### src/rtl/if_fetch_stage_pkg.sv
// ----------------------------------------------------------------------------
// if_fetch_stage_pkg
// Shared definitions for the instruction-fetch stage:
//   fetch_state_e   : fetch FSM state encoding
//   npc_sel_e       : select code for the next-PC mux (if_next_pc)
//   NOP_INST        : bubble word presented to IF/ID
//   PC_STEP_DEFAULT : default byte increment for a sequential fetch
// ----------------------------------------------------------------------------
package if_fetch_stage_pkg;

  typedef enum logic [1:0] {
    S_FETCH = 2'd0,
    S_HOLD  = 2'd1,
    S_DROP  = 2'd2
  } fetch_state_e;

  typedef enum logic [1:0] {
    NPC_HOLD     = 2'd0,
    NPC_SEQ      = 2'd1,
    NPC_BRANCH   = 2'd2,
    NPC_REDIRECT = 2'd3
  } npc_sel_e;

  localparam logic [31:0] NOP_INST        = 32'h0000_0000;
  localparam logic [31:0] PC_STEP_DEFAULT = 32'd4;

endpackage

### src/rtl/if_fetch_stage_next_pc.sv
// ----------------------------------------------------------------------------
// if_next_pc
// Combinational next-PC mux for the fetch stage.
// Ports:
//   sel_i           : npc_sel_e code (hold / +PC_STEP / branch / redirect)
//   pc_i            : current PC
//   branch_target_i : branch target from EX
//   redirect_pc_i   : branch target latched while a dropped fetch drains
//   next_pc_o       : selected next PC (32-bit, wraps modulo 2^32)
// ----------------------------------------------------------------------------
module if_next_pc
  import if_fetch_stage_pkg::*;
#(
  parameter logic [31:0] PC_STEP = PC_STEP_DEFAULT
) (
  input  logic [1:0]  sel_i,
  input  logic [31:0] pc_i,
  input  logic [31:0] branch_target_i,
  input  logic [31:0] redirect_pc_i,
  output logic [31:0] next_pc_o
);

  always_comb begin
    next_pc_o = pc_i;
    case (npc_sel_e'(sel_i))
      NPC_HOLD:     next_pc_o = pc_i;
      NPC_SEQ:      next_pc_o = pc_i + PC_STEP;
      NPC_BRANCH:   next_pc_o = branch_target_i;
      NPC_REDIRECT: next_pc_o = redirect_pc_i;
      default:      next_pc_o = pc_i;
    endcase
  end

endmodule

### src/rtl/if_fetch_stage.sv
// ----------------------------------------------------------------------------
// if_fetch_stage
// Instruction-fetch stage feeding the IF/ID register. Owns the PC, drives a
// req/ack instruction memory with variable latency and presents pc_if/inst_if,
// inserting NOP bubbles while memory is waiting or a stale fetch is dropped.
//
// Ports:
//   clk, rst_n               : clock (rising edge), async active-low reset
//   load_stop                : load-use stall, freezes PC and presented word
//   is_branch, branch_target : taken branch redirect (ignored under load_stop)
//   imem_req, imem_addr      : fetch request / address
//   imem_ack, imem_rdata     : fetch response (ack may be same cycle as req)
//   pc_if, inst_if           : PC and instruction presented to IF/ID
//   fetch_wait               : inst_if is a bubble due to memory wait / drop
//   perf_fetch_cnt,
//   perf_bubble_cnt          : only when IF_FETCH_PERF_EN is defined
//
// Optional feature macro: IF_FETCH_PERF_EN (performance counters).
// ----------------------------------------------------------------------------
module if_fetch_stage
  import if_fetch_stage_pkg::*;
#(
  parameter logic [31:0] RESET_PC = 32'h0000_0000,
  parameter logic [31:0] PC_STEP  = PC_STEP_DEFAULT
) (
  input  logic        clk,
  input  logic        rst_n,
  input  logic        load_stop,
  input  logic        is_branch,
  input  logic [31:0] branch_target,
  output logic        imem_req,
  output logic [31:0] imem_addr,
  input  logic        imem_ack,
  input  logic [31:0] imem_rdata,
  output logic [31:0] pc_if,
  output logic [31:0] inst_if,
`ifdef IF_FETCH_PERF_EN
  output logic [31:0] perf_fetch_cnt,
  output logic [31:0] perf_bubble_cnt,
`endif
  output logic        fetch_wait
);

  fetch_state_e state_q, state_d;
  logic [31:0]  pc_q, pc_d;
  logic [31:0]  inst_buf_q, inst_buf_d;
  logic [31:0]  redirect_pc_q, redirect_pc_d;
  logic [31:0]  stale_pc_q, stale_pc_d;
  npc_sel_e     npc_sel;

  logic         ack_v;
  logic         br_v;
  logic         req_raw;
  logic         wait_raw;

  // A late ack while reset is asserted must not leak into inst_if.
  assign ack_v = imem_ack & rst_n;
  // load_stop has priority over is_branch, as in IF/ID.
  assign br_v  = is_branch & ~load_stop;

  always_comb begin
    state_d       = state_q;
    inst_buf_d    = inst_buf_q;
    redirect_pc_d = redirect_pc_q;
    stale_pc_d    = stale_pc_q;
    npc_sel       = NPC_HOLD;
    req_raw       = 1'b0;
    imem_addr     = pc_q;
    inst_if       = NOP_INST;
    wait_raw      = 1'b0;

    case (state_q)
      S_FETCH: begin
        req_raw = 1'b1;
        if (ack_v) begin
          inst_if = imem_rdata;
          if (load_stop) begin
            inst_buf_d = imem_rdata;
            state_d    = S_HOLD;
          end else if (is_branch) begin
            npc_sel = NPC_BRANCH;
          end else begin
            npc_sel = NPC_SEQ;
          end
        end else begin
          wait_raw = 1'b1;
          // Request cannot be withdrawn: keep it alive at the old address
          // and discard its data when it finally arrives.
          if (br_v) begin
            redirect_pc_d = branch_target;
            stale_pc_d    = pc_q;
            state_d       = S_DROP;
          end
        end
      end

      S_HOLD: begin
        inst_if = inst_buf_q;
        if (!load_stop) begin
          state_d = S_FETCH;
          npc_sel = is_branch ? NPC_BRANCH : NPC_SEQ;
        end
      end

      S_DROP: begin
        req_raw   = 1'b1;
        imem_addr = stale_pc_q;
        wait_raw  = 1'b1;
        if (br_v) begin
          redirect_pc_d = branch_target;
        end
        if (ack_v) begin
          state_d = S_FETCH;
          // A branch arriving with the ack is the latest one and wins.
          npc_sel = br_v ? NPC_BRANCH : NPC_REDIRECT;
        end
      end

      default: begin
        state_d = S_FETCH;
      end
    endcase
  end

  assign imem_req   = req_raw & rst_n;
  assign fetch_wait = wait_raw & rst_n;
  assign pc_if      = pc_q;

  if_next_pc #(
    .PC_STEP (PC_STEP)
  ) u_next_pc (
    .sel_i           (npc_sel),
    .pc_i            (pc_q),
    .branch_target_i (branch_target),
    .redirect_pc_i   (redirect_pc_q),
    .next_pc_o       (pc_d)
  );

  always_ff @(posedge clk or negedge rst_n) begin
    if (!rst_n) begin
      state_q       <= S_FETCH;
      pc_q          <= RESET_PC;
      inst_buf_q    <= NOP_INST;
      redirect_pc_q <= 32'h0;
      stale_pc_q    <= 32'h0;
    end else begin
      state_q       <= state_d;
      pc_q          <= pc_d;
      inst_buf_q    <= inst_buf_d;
      redirect_pc_q <= redirect_pc_d;
      stale_pc_q    <= stale_pc_d;
    end
  end

`ifdef IF_FETCH_PERF_EN
  logic [31:0] perf_fetch_q, perf_fetch_d;
  logic [31:0] perf_bubble_q, perf_bubble_d;

  always_comb begin
    perf_fetch_d  = perf_fetch_q;
    perf_bubble_d = perf_bubble_q;
    if ((state_q == S_FETCH) && ack_v && !load_stop) begin
      perf_fetch_d = perf_fetch_q + 32'd1;
    end
    if (fetch_wait) begin
      perf_bubble_d = perf_bubble_q + 32'd1;
    end
  end

  always_ff @(posedge clk or negedge rst_n) begin
    if (!rst_n) begin
      perf_fetch_q  <= 32'h0;
      perf_bubble_q <= 32'h0;
    end else begin
      perf_fetch_q  <= perf_fetch_d;
      perf_bubble_q <= perf_bubble_d;
    end
  end

  assign perf_fetch_cnt  = perf_fetch_q;
  assign perf_bubble_cnt = perf_bubble_q;
`endif

endmodule

### config.mk
export PLATFORM = sky130hd
export DESIGN_NAME = if_fetch_stage
export DESIGN_NICKNAME = d
export VERILOG_FILES = /design/src/rtl/if_fetch_stage_pkg.sv /design/src/rtl/if_fetch_stage_next_pc.sv /design/src/rtl/if_fetch_stage.sv
export SDC_FILE = /design/constraint.sdc
export NUM_CORES = 1
export LEC_CHECK = 0
export ABC_CLOCK_PERIOD_IN_PS = 3100
export BUFFER_PORTS_ARGS = -buffer_cell sky130_fd_sc_hd__buf_4
export CAP_MARGIN = 40
export CORE_MARGIN = 2
export CORE_UTILIZATION = 58
export DETAILED_ROUTE_END_ITERATION = 10
export HOLD_SLACK_MARGIN = 0.06
export PLACE_DENSITY = 0.86
export SYNTH_ARGS = -nofsm -noshare
export SYNTH_HDL_FRONTEND = slang
export SYNTH_SLANG_ARGS = --single-unit
### constraint.sdc
create_clock -name clk -period 3.1 [get_ports clk]
set_input_delay 0 -clock clk [delete_from_list [all_inputs] [get_ports clk]]
set_output_delay 0 -clock clk [all_outputs]
set_load 0.02 [all_outputs]
Word-level counts from Yosys, hierarchy flattened
Cells that the tools add are included.
{"block": "op_classes", "n_addsub": 1, "eq_ne": 10, "n_mux": 22, "n_bitwise": 6, "n_reduce_logical": 8}
{"cell": "$mux W32", "count": 4}
{"cell": "$pmux W32 S2", "count": 2}
{"cell": "$pmux W32 S3", "count": 1}
{"cell": "$add A32 B3 Y32 const B", "count": 1}
{"cell": "$mux W2", "count": 9}
{"cell": "$pmux W2 S3", "count": 2}
{"cell": "$eq A2 B2 Y1 const B", "count": 3}
{"cell": "$ne A2 B2 Y1 const B", "count": 3}
{"cell": "$ne A3 B3 Y1 const B", "count": 2}
{"cell": "$reduce_and A3 Y1", "count": 2}
{"cell": "$and A1 B1 Y1", "count": 4}
{"cell": "$eq A2 B1 Y1 const B", "count": 2}
{"cell": "$logic_not A2 Y1", "count": 2}
{"cell": "$reduce_and A4 Y1", "count": 1}
{"cell": "$mux W1", "count": 3}
{"cell": "$not A1 Y1", "count": 2}
{"cell": "$pmux W1 S2", "count": 1}
{"cell": "$reduce_and A2 Y1", "count": 1}
{"cell": "$reduce_bool A2 Y1", "count": 1}
{"cell": "$reduce_or A2 Y1", "count": 1}
{"block": "word_totals", "reg_bits": 130, "inputBits": 69, "output_inout_bits": 98, "word_cells": 52}

Depth between registers and ports, before layout
Gate-level depths: netlist (run 1).
{"block": "depth", "ltp_word": 7, "mapped_depth": 8, "depth_no_buf": 6}

Hierarchy
From an unflattened synthesis (run 1), not the netlist that was laid out.
{"block": "unflattened", "hier_cells": 568, "hier_area_um2": 6877.8}
{"mod": "if_fetch_stage", "n_inst": 1, "cells_each": 332, "area_per_inst_um2": 5385.2, "seq_area_each_um2": 3253.1}
{"mod": "if_next_pc", "n_inst": 1, "cells_each": 236, "area_per_inst_um2": 1492.7, "seq_area_each_um2": 0.0}

Least setup slack after synthesis (run 1)
OpenSTA, ideal clock, no wires.
{"block": "synth_timing", "kind": "reg2reg", "from": "register pc_q[3], in the netlist pc_if[3]", "to": "register pc_q[24], in the netlist pc_if[24]", "setup_ps": 137, "arrival_time_ps": 1912, "t_required_ps": 2963, "setup_slack_ps": 1051, "stages_incl_launch_ff": 8, "n_path_buf": 1, "synth_period_minus_slack_ps": 2049, "path_cell_list": "dfrtp_1 > ha_1 > nand3_1 > or3_1 > clkbuf_1 > nor4b_1 > xnor2_1 > a21oi_1"}
{"block": "synth_between", "elab_chain_len": 2}
{"item": "from (decl)", "line_no": "if_fetch_stage.sv:45", "rtl": "logic [31:0] pc_q, pc_d;"}
{"item": "from (signal assigned)", "line_no": "if_fetch_stage.sv:148", "rtl": "pc_q <= pc_d;"}
{"item": "$add A32 B3 Y32", "line_no": "if_fetch_stage_next_pc.sv:27", "rtl": "NPC_SEQ: next_pc_o = pc_i + PC_STEP;"}
{"item": "$pmux W32 S3", "line_no": "if_fetch_stage_next_pc.sv:25", "rtl": "case (npc_sel_e'(sel_i))"}
Every way passes these cells.
A chain may end at the register's enable or synchronous reset.

Worst setup path in the final report (run 1)
{"block": "layout_timing", "from": "register state_q[0]", "to": "register pc_q[22], in the netlist pc_if[22]"}
{"block": "layout_between", "elab_chain_len": 4, "elab_cells_between_ends": 9, "classes_between": "eq/ne: 5; mux: 2; reduce/logical: 2"}
{"item": "from (decl)", "line_no": "if_fetch_stage.sv:44", "rtl": "fetch_state_e state_q, state_d;"}
{"item": "from (signal assigned)", "line_no": "if_fetch_stage.sv:147", "rtl": "state_q <= state_d;"}
{"item": "$eq A2 B2 Y1, or another cell as far along", "line_no": "if_fetch_stage.sv:72", "rtl": "case (state_q)"}
{"item": "$pmux W2 S3 *", "line_no": "if_fetch_stage.sv:72"}
{"item": "$eq A2 B2 Y1 or $eq A2 B1 Y1 (tied branches)", "line_no": "if_fetch_stage_next_pc.sv:25"}
{"item": "$pmux W32 S3", "line_no": "if_fetch_stage_next_pc.sv:25"}
Every way passes the cells marked *; elsewhere a longest branch is shown, timed or not.

==> impl_metrics.py, run 1 <==
metrics = {
    "yosys": {
        "synth-seq-area-share": 0.4884,
        "synth-edff-count": 0,
        "count_leader_synth": "dfrtp_1",
        "dominantRegCellSynth": "dfrtp_1",
        "synth_seq_cells": 130,
        "synth_common_cells": "dfrtp_1 (130), mux2_2 (124), nor2_1 (37)",
        "synth_top_cell_by_area": "dfrtp_1",
        "post_synth_num_cell_types": 46,
        "synth.net_count": 656,
        "yosys_warnings": 0,
        "post_synth_inst_count": 586,
        "synthesis.area_per_instance_um2": 11.37,
        "top_area_cell_type_share_of_the_netlist_area": 0.4884,
        "synth.area.top_cells": "dfrtp_1 (49%), mux2_2 (21%), a22oi_1 (3.7%)",
        "syn-cell-area_um2": 6661,
        "asyncSetResetFlopFracSynth": 1.000,
    },
    "critical_path": {
        "critPathKind": "reg2reg",
        "critical-path-top-delay-family": "simple AND/OR/NAND/NOR gates",
        "timing.critical_path.required_ns": 3.39,
        "start_kind": "register",
        "internal_reg_to_reg_setup_slack_ns": 0.69,
        "r2r_cells": 6,
        "arrival_time_of_data_at_the_critical_path_endpoint_ns": 2.70,
        "timing.critical_path.buf_inv": 1,
        "slowest_cell_on_the_critical_path": "nor4b_1",
        "startpoint_of_the_worst_register_to_register_path": "state_q[0]",
        "worstPathMaxFanout": 21,
        "timing.critical_path.slowest_cell_delay_ns": 0.68,
        "critical_path.cell_chain": "and3b_1 -> a31oi_4 -> buf_4 -> nor4b_1 -> nor4bb_1 -> nor4_1",
        "crit_path_end_kind": "register",
        "worstReg2RegEnd": "pc_if[22]",
    },
    "pwr": {
        "post-layout-total-power_w": 0.008298,
        "max-vdd-ir-drop_mv": 0.5179,
        "pwr_density_cell_nw_per_um2": 887.1,
        "power_leakage_nw": 3.984,
    },
    "job": {
        "cap_viol_max_count": 0,
    },
    "floorplanning": {
        "die-area_um2": 12360,
        "rows": 39,
        "core_area_um2": 11320,
        "effective_utilization_at_floorplan": 0.5884,
        "horizontal_extent_of_the_die_um": 111.2,
        "io_pins": 167,
        "die-height_um": 111.2,
    },
    "global_route": {
        "global_route.usage.total": 0.3035,
        "initial_antenna_violation_count": 0,
        "grt_max_degree": 67,
        "first_global_vias": 5797,
        "grt_first_pass_wirelength_um": 29930,
        "total_grt_overflow": 0,
    },
    "routing": {
        "via_per_inst": 5.974,
        "route.detailed.drc": 0,
        "wire_per_inst_um": 19.29,
        "drtPass1Iterations": 5,
        "routed_wire_length_um": 18630,
        "antenna_left": 0,
        "via_count": 5771,
        "drt_iter0_markers": 501,
    },
    "clocking": {
        "htree_levels": 4,
        "clock_insertion_delay_worst_skew_ns": 0.42,
        "cts_max_path_buffers": 2,
        "tritoncts_num_sinks": 130,
        "post_cts_buffers": 0,
        "worst_setup_hold_path_clk_slew_ns": 0.06,
        "cts-buffers-inserted": 17,
        "cts_root_buffer": "clkbuf_16",
        "cts_tree": "done",
    },
    "cells_and_area": {
        "layout.filler_cells": 610,
        "finish.instance_area_um2": 9354,
        "final-seq-area_um2": 3253,
        "multi_input_area_um2": 3238,
        "layout_cell_share_with_drive_strength_beyond_1": 0.4204,
        "finalNetCount": 880,
        "antenna_cells_inserted": 0,
        "area_growth_pct": 40.42,
    },
    "timing": {
        "rsz_0062_raised_after_global_routing": "false",
        "worstMarginPinSlew_ns": 0.7202,
        "setup_violations_final": 0,
        "report.final.hold_viol_count": 0,
        "final_skew_ns": 0.007903,
        "slew_headroom": 0.5131,
        "setup_total_negative_slack_ns": 0,
        "maxSlewViolCount": 0,
        "min_period_ns": 2.411,
        "fmax_mhz": 414.7,
        "layout_worst_path_cycle_share": 0.7778,
    },
    "placed_design": {
        "dpl_cell_area_um2": 8056,
        "detailedPlacementHpwl_um": 11640,
        "gp_congestion": 0.9222,
        "io_buffer_count": 166,
    },
    "min_path": {
        "hold_path_class": "in2async",
    },
    "status": {
        "outcome": "finished clean",
    },
}
==> worst max-delay path by stage <==
stage / end / start / cells past startpoint / slack [ns]
after floorplan: pc_if[24] / pc_if[3] / 7 / 1.05
after global placement: pc_if[12] / state_q[1] / 6 / 0.85
after detailed placement: pc_if[8] / state_q[1] / 6 / 0.77
after CTS: pc_if[12] / state_q[1] / 6 / 0.72
after global routing: pc_if[22] / state_q[0] / 6 / 0.50
final: pc_if[22] / state_q[0] / 6 / 0.69
==> where the power goes <==
| part | total, W | switching [W] | internal (W) |
|---|---|---|---|
| clock network | 0.00208 | 0.000742 | 0.00134 |
| logic | 0.00319 | 0.00161 | 0.00159 |
| registers | 0.00303 | 0.000689 | 0.00234 |
| total | 0.00830 | 0.00304 | 0.00526 |
==> cell families (layout without fill, tap and decap cells) <==
kind of cell	after synthesis	after routing	synth area share
mux	127	127	0.2141
fa+ha+maj	1	1	0.001878
flops	130	130	0.4884
xor+xnor	25	25	0.03287
compound gates	105	105	0.1054
simple gates	152	152	0.1290
buf+inv	46	283	0.02836
==> worst register-to-register path, cell delays in order (launching register included) <==
cell and delay (ns):
dfrtp_1 0.50, and3b_1 0.33, a31oi_4 0.10, buf_4 0.22, nor4b_1 0.68, nor4bb_1 0.38
nor4_1 0.07
==> per-stage QoR <==
stage / worst slack [ns] / hold WS [ns] / utilization / instances
floorplan: 1.051 / -0.2956 / - / 586
global placement: 0.8545 / -0.1718 / 0.7092 / 865
detailed placement: 0.7673 / -0.1701 / 0.7116 / 866
CTS: 0.7199 / 0.2340 / 0.8263 / 966
global route: 0.5047 / 0.2784 / 0.8263 / 966
finish: 0.6887 / 0.2366 / 0.8263 / 966
==> routing by layer <==
layer / wire length (µm) / GRT usage
met1: 7790 / 0.3919
met2: 9487 / 0.5195
met3: 1094 / 0.05741
met4: 261 / 0.09794
met5: 0 / 0
==> placed cells by master (no fill, tap or decap), types with 2 or more instances in the layout <==
cell           synthesis  routed
a211oi_1              28      28
a21oi_1               28      28
a22oi_1               33      33
a31oi_1                3       3
and4_1                 3       3
buf_4                  0     178
bufinv_16              0       4
clkbuf_16              0      17
clkinv_2               0       5
clkinvlp_4             0       5
dfrtp_1              130     130
dlygate4sd3_1          0      68
inv_1                  3       3
mux2_2               124     124
mux2i_1                3       3
nand2_1               20      20
nand2b_1               4       4
nand3_1               10      10
nand4_1                7       7
nor2_1                37      37
nor2b_1               29      29
nor3_1                11      10
nor3b_1                4       4
nor4_1                 7       7
nor4b_1                4       4
o21ai_0                7       7
or3_1                  3       3
or4_4                  2       2
xnor2_1               23      23
xor2_1                 2       2
==> flip-flops by register name, indices dropped and copies added (netlist names) <==
signal and count:
inst_buf_q 32, pc_if 32, redirect_pc_q 32, stale_pc_q 32, state_q 2
==> area by class of cell <==
cell class | count | area share
clock buffers | 17 | 0.04548
multi-input cells | 410 | 0.3462
well taps | 143 | 0.01913
inverters | 3 | 0.001204
repair buffers | 248 | 0.2198
clock inverters | 15 | 0.02047
flip-flops and latches | 130 | 0.3478
==> timing repair <==
action	4_1_cts	5_1_grt
hold buffers	68	0
gates resized for setup	0	0
endpoints found under the hold margin	141	0
(Power assumes the default switching activity.)
==> run 2, diff against run 1 <==
ABC_AREA = 1   (was unset)
ABC_CLOCK_PERIOD_IN_PS = 2200   (was 3100)
CORE_UTILIZATION = 49   (was 58)
PLACE_DENSITY = 0.77   (was 0.86)
clock period = 2.2 ns   (was 3.1 ns; I/O delays follow)
==> run 2 against run 1 <==
Sequential power rose by 37%. Setup slack worse by 0.49 ns. Non-clock buffer count rose by 1. Critical path type is now reg2out.
==> impl_metrics.py, run 2 <==
metrics = {
    "status": {
        "outcome": "finished clean",
    },
    "floorplanning": {
        "io_pins": 167,
        "effective_utilization_at_floorplan": 0.4944,
        "core_area_um2": 14370,
        "rows": 44,
        "horizontal_extent_of_the_die_um": 124.4,
        "die-area_um2": 15480,
        "die-height_um": 124.4,
    },
    "critical_path": {
        "critPathKind": "reg2out",
        "crit_path_end_kind": "output pin",
        "r2r_cells": 10,
        "start_kind": "register",
        "timing.critical_path.required_ns": 2.20,
        "arrival_time_of_data_at_the_critical_path_endpoint_ns": 2.00,
        "worstPathMaxFanout": 65,
    },
    "yosys": {
        "post_synth_inst_count": 984,
        "synth_xor_xnor_area_share": 0.002466,
        "synth.net_count": 1054,
        "synth-edff-count": 0,
        "synth_simple_gate_area_frac": 0.2658,
        "synth_seq_cells": 130,
        "synth-seq-area-share": 0.4579,
        "synth-compound-area-share": 0.1580,
        "synthesis.area_per_instance_um2": 7.220,
        "adder_cell_fraction_of_synth_area": 0.001761,
        "synth_top_cell_by_area": "dfrtp_1",
        "asyncSetResetFlopFracSynth": 1.000,
        "synth_common_cells": "nand2_1 (278), o21ai_0 (133), dfrtp_1 (130)",
        "yosys_warnings": 0,
        "dominantRegCellSynth": "dfrtp_1",
        "synth.area.top_cells": "dfrtp_1 (46%), nand2_1 (15%), o21ai_0 (9.4%)",
        "syn-cell-area_um2": 7104,
        "synth.mux.area_fraction": 0.02061,
        "top_area_cell_type_share_of_the_netlist_area": 0.4579,
        "synth_top_family_by_area": "simple AND/OR/NAND/NOR gates",
        "post_synth_num_cell_types": 32,
        "count_leader_synth": "nand2_1",
    },
    "global_route": {
        "first_global_vias": 7044,
        "grt_first_pass_wirelength_um": 35570,
        "initial_antenna_violation_count": 0,
        "total_grt_overflow": 0,
        "global_route.usage.total": 0.2834,
        "grt_max_degree": 132,
    },
    "routing": {
        "wire_per_inst_um": 15.61,
        "antenna_left": 0,
        "route.detailed.drc": 0,
        "via_per_inst": 5.339,
        "routed_wire_length_um": 21800,
        "via_count": 7458,
        "drt_iter0_markers": 707,
        "drtPass1Iterations": 6,
    },
    "clocking": {
        "cts_max_path_buffers": 2,
        "clock_insertion_delay_worst_skew_ns": 0.43,
        "cts_root_buffer": "clkbuf_16",
        "cts-buffers-inserted": 17,
        "htree_levels": 4,
        "cts_tree": "done",
        "post_cts_buffers": 0,
        "worst_setup_hold_path_clk_slew_ns": 0.05,
        "tritoncts_num_sinks": 130,
    },
    "timing": {
        "fmax_mhz": 500.1,
        "layout_worst_path_cycle_share": 0.9089,
        "timing.hold.ws_ns": 0.09042,
        "slew_headroom": 0.5221,
        "min_period_ns": 2.000,
        "worstMarginPinSlew_ns": 0.7169,
        "maxSlewViolCount": 0,
        "setup_total_negative_slack_ns": 0,
        "final_skew_ns": 0.009579,
        "rsz_0062_raised_after_global_routing": "false",
        "report.final.hold_viol_count": 0,
        "setup_violations_final": 0,
    },
    "cells_and_area": {
        "final_common_cell": "nand2_1",
        "antenna_cells_inserted": 0,
        "finalNetCount": 1270,
        "area_growth_pct": 37.16,
        "final_cell_mix": "nand2_1 (278), buf_4 (179), o21ai_0 (133)",
        "layout_cell_share_with_drive_strength_beyond_1": 0.1847,
    },
    "placed_design": {
        "io_buffer_count": 166,
        "detailedPlacementHpwl_um": 14580,
        "gp_congestion": 0.9791,
    },
    "min_path": {
        "worstHoldPathCells": 5,
        "hold_path_class": "in2reg",
    },
    "job": {
        "cap_viol_max_count": 0,
    },
    "pwr": {
        "pwr_density_cell_nw_per_um2": 1259,
        "power_leakage_nw": 5.035,
        "max-vdd-ir-drop_mv": 0.6247,
    },
}
-- run 2: where the power goes --
group | switching (W) | total (W) | leakage [nW] | internal, W
clock | 0.00101 | 0.00289 | 0.298 | 0.00188
combinational | 0.00324 | 0.00523 | 3.20 | 0.00199
sequential | 0.000864 | 0.00415 | 1.53 | 0.00329
total | 0.00511 | 0.0123 | 5.04 | 0.00716
-- run 2: kinds of logic after synthesis --
logic type | Yosys count
and+or+nand+nor | 469
AOI/OAI and AO/OA | 213
muxes | 13
DFF | 130
buffers and inverters | 156
xor gates and xnor gates | 2
adders and majority gates | 1
-- run 2: stage by stage --
step	cell area [µm²]	worst slack [ns]	util	total power (W)	cells
global route	9744	0.06302	0.6782	0.01303	1397
CTS	9741	0.1073	0.6779	0.01220	1397
finish	9744	0.2004	0.6782	0.01227	1397
global placement	8464	0.4013	0.5891	0.009083	1298
floorplan	7104	0.5021	-	0.007147	984
detailed placement	8464	0.3574	0.5891	0.009202	1298
-- run 2: final timing paths --
kind                                      from              to  slack (ns)
worst min register to register  inst_buf_q[16]  inst_buf_q[16]        0.48
max in group asynchronous                rst_n       pc_if[24]        1.38
min in group asynchronous                rst_n  inst_buf_q[29]        0.28
worst max-delay path                state_q[0]    imem_addr[0]        0.20
worst min-delay path                 is_branch      state_q[1]        0.09
worst max register to register        pc_if[3]       pc_if[10]        0.34
-- run 2: worst max-delay path: stages (launching register included) --
cell	delay [ns]
dfrtp_1	0.43
inv_4	0.07
nand2_2	0.10
buf_6	0.38
nor2_1	0.07
a21oi_1	0.30
buf_4	0.21
-- run 2: metal layers --
layer,vias to the layer above,share of wire,GRT usage
met3,53,0.081,0.06572
li1,3575,-,-
met5,-,0,0
met1,3457,0.43,0.3808
met4,0,0.023,0.09451
met2,373,0.47,0.4552
-- run 2: timing repair --
action / in CTS / in global routing
setup endpoints to repair: 0 / 2
hold buffers: 67 / 0
gates resized for setup: 0 / 1
hold endpoints to repair: 228 / 0
-- run 2: layout make-up --
type                       instances  area (µm²)
sequential                       130        3253
tap                              184       230.2
timing repair buffer             249        2066
inverter                         104       392.9
multi-input combinational        698        3197
clock buffer                      29       540.5
clock inverter                     3       65.06
fill                            1182        4624
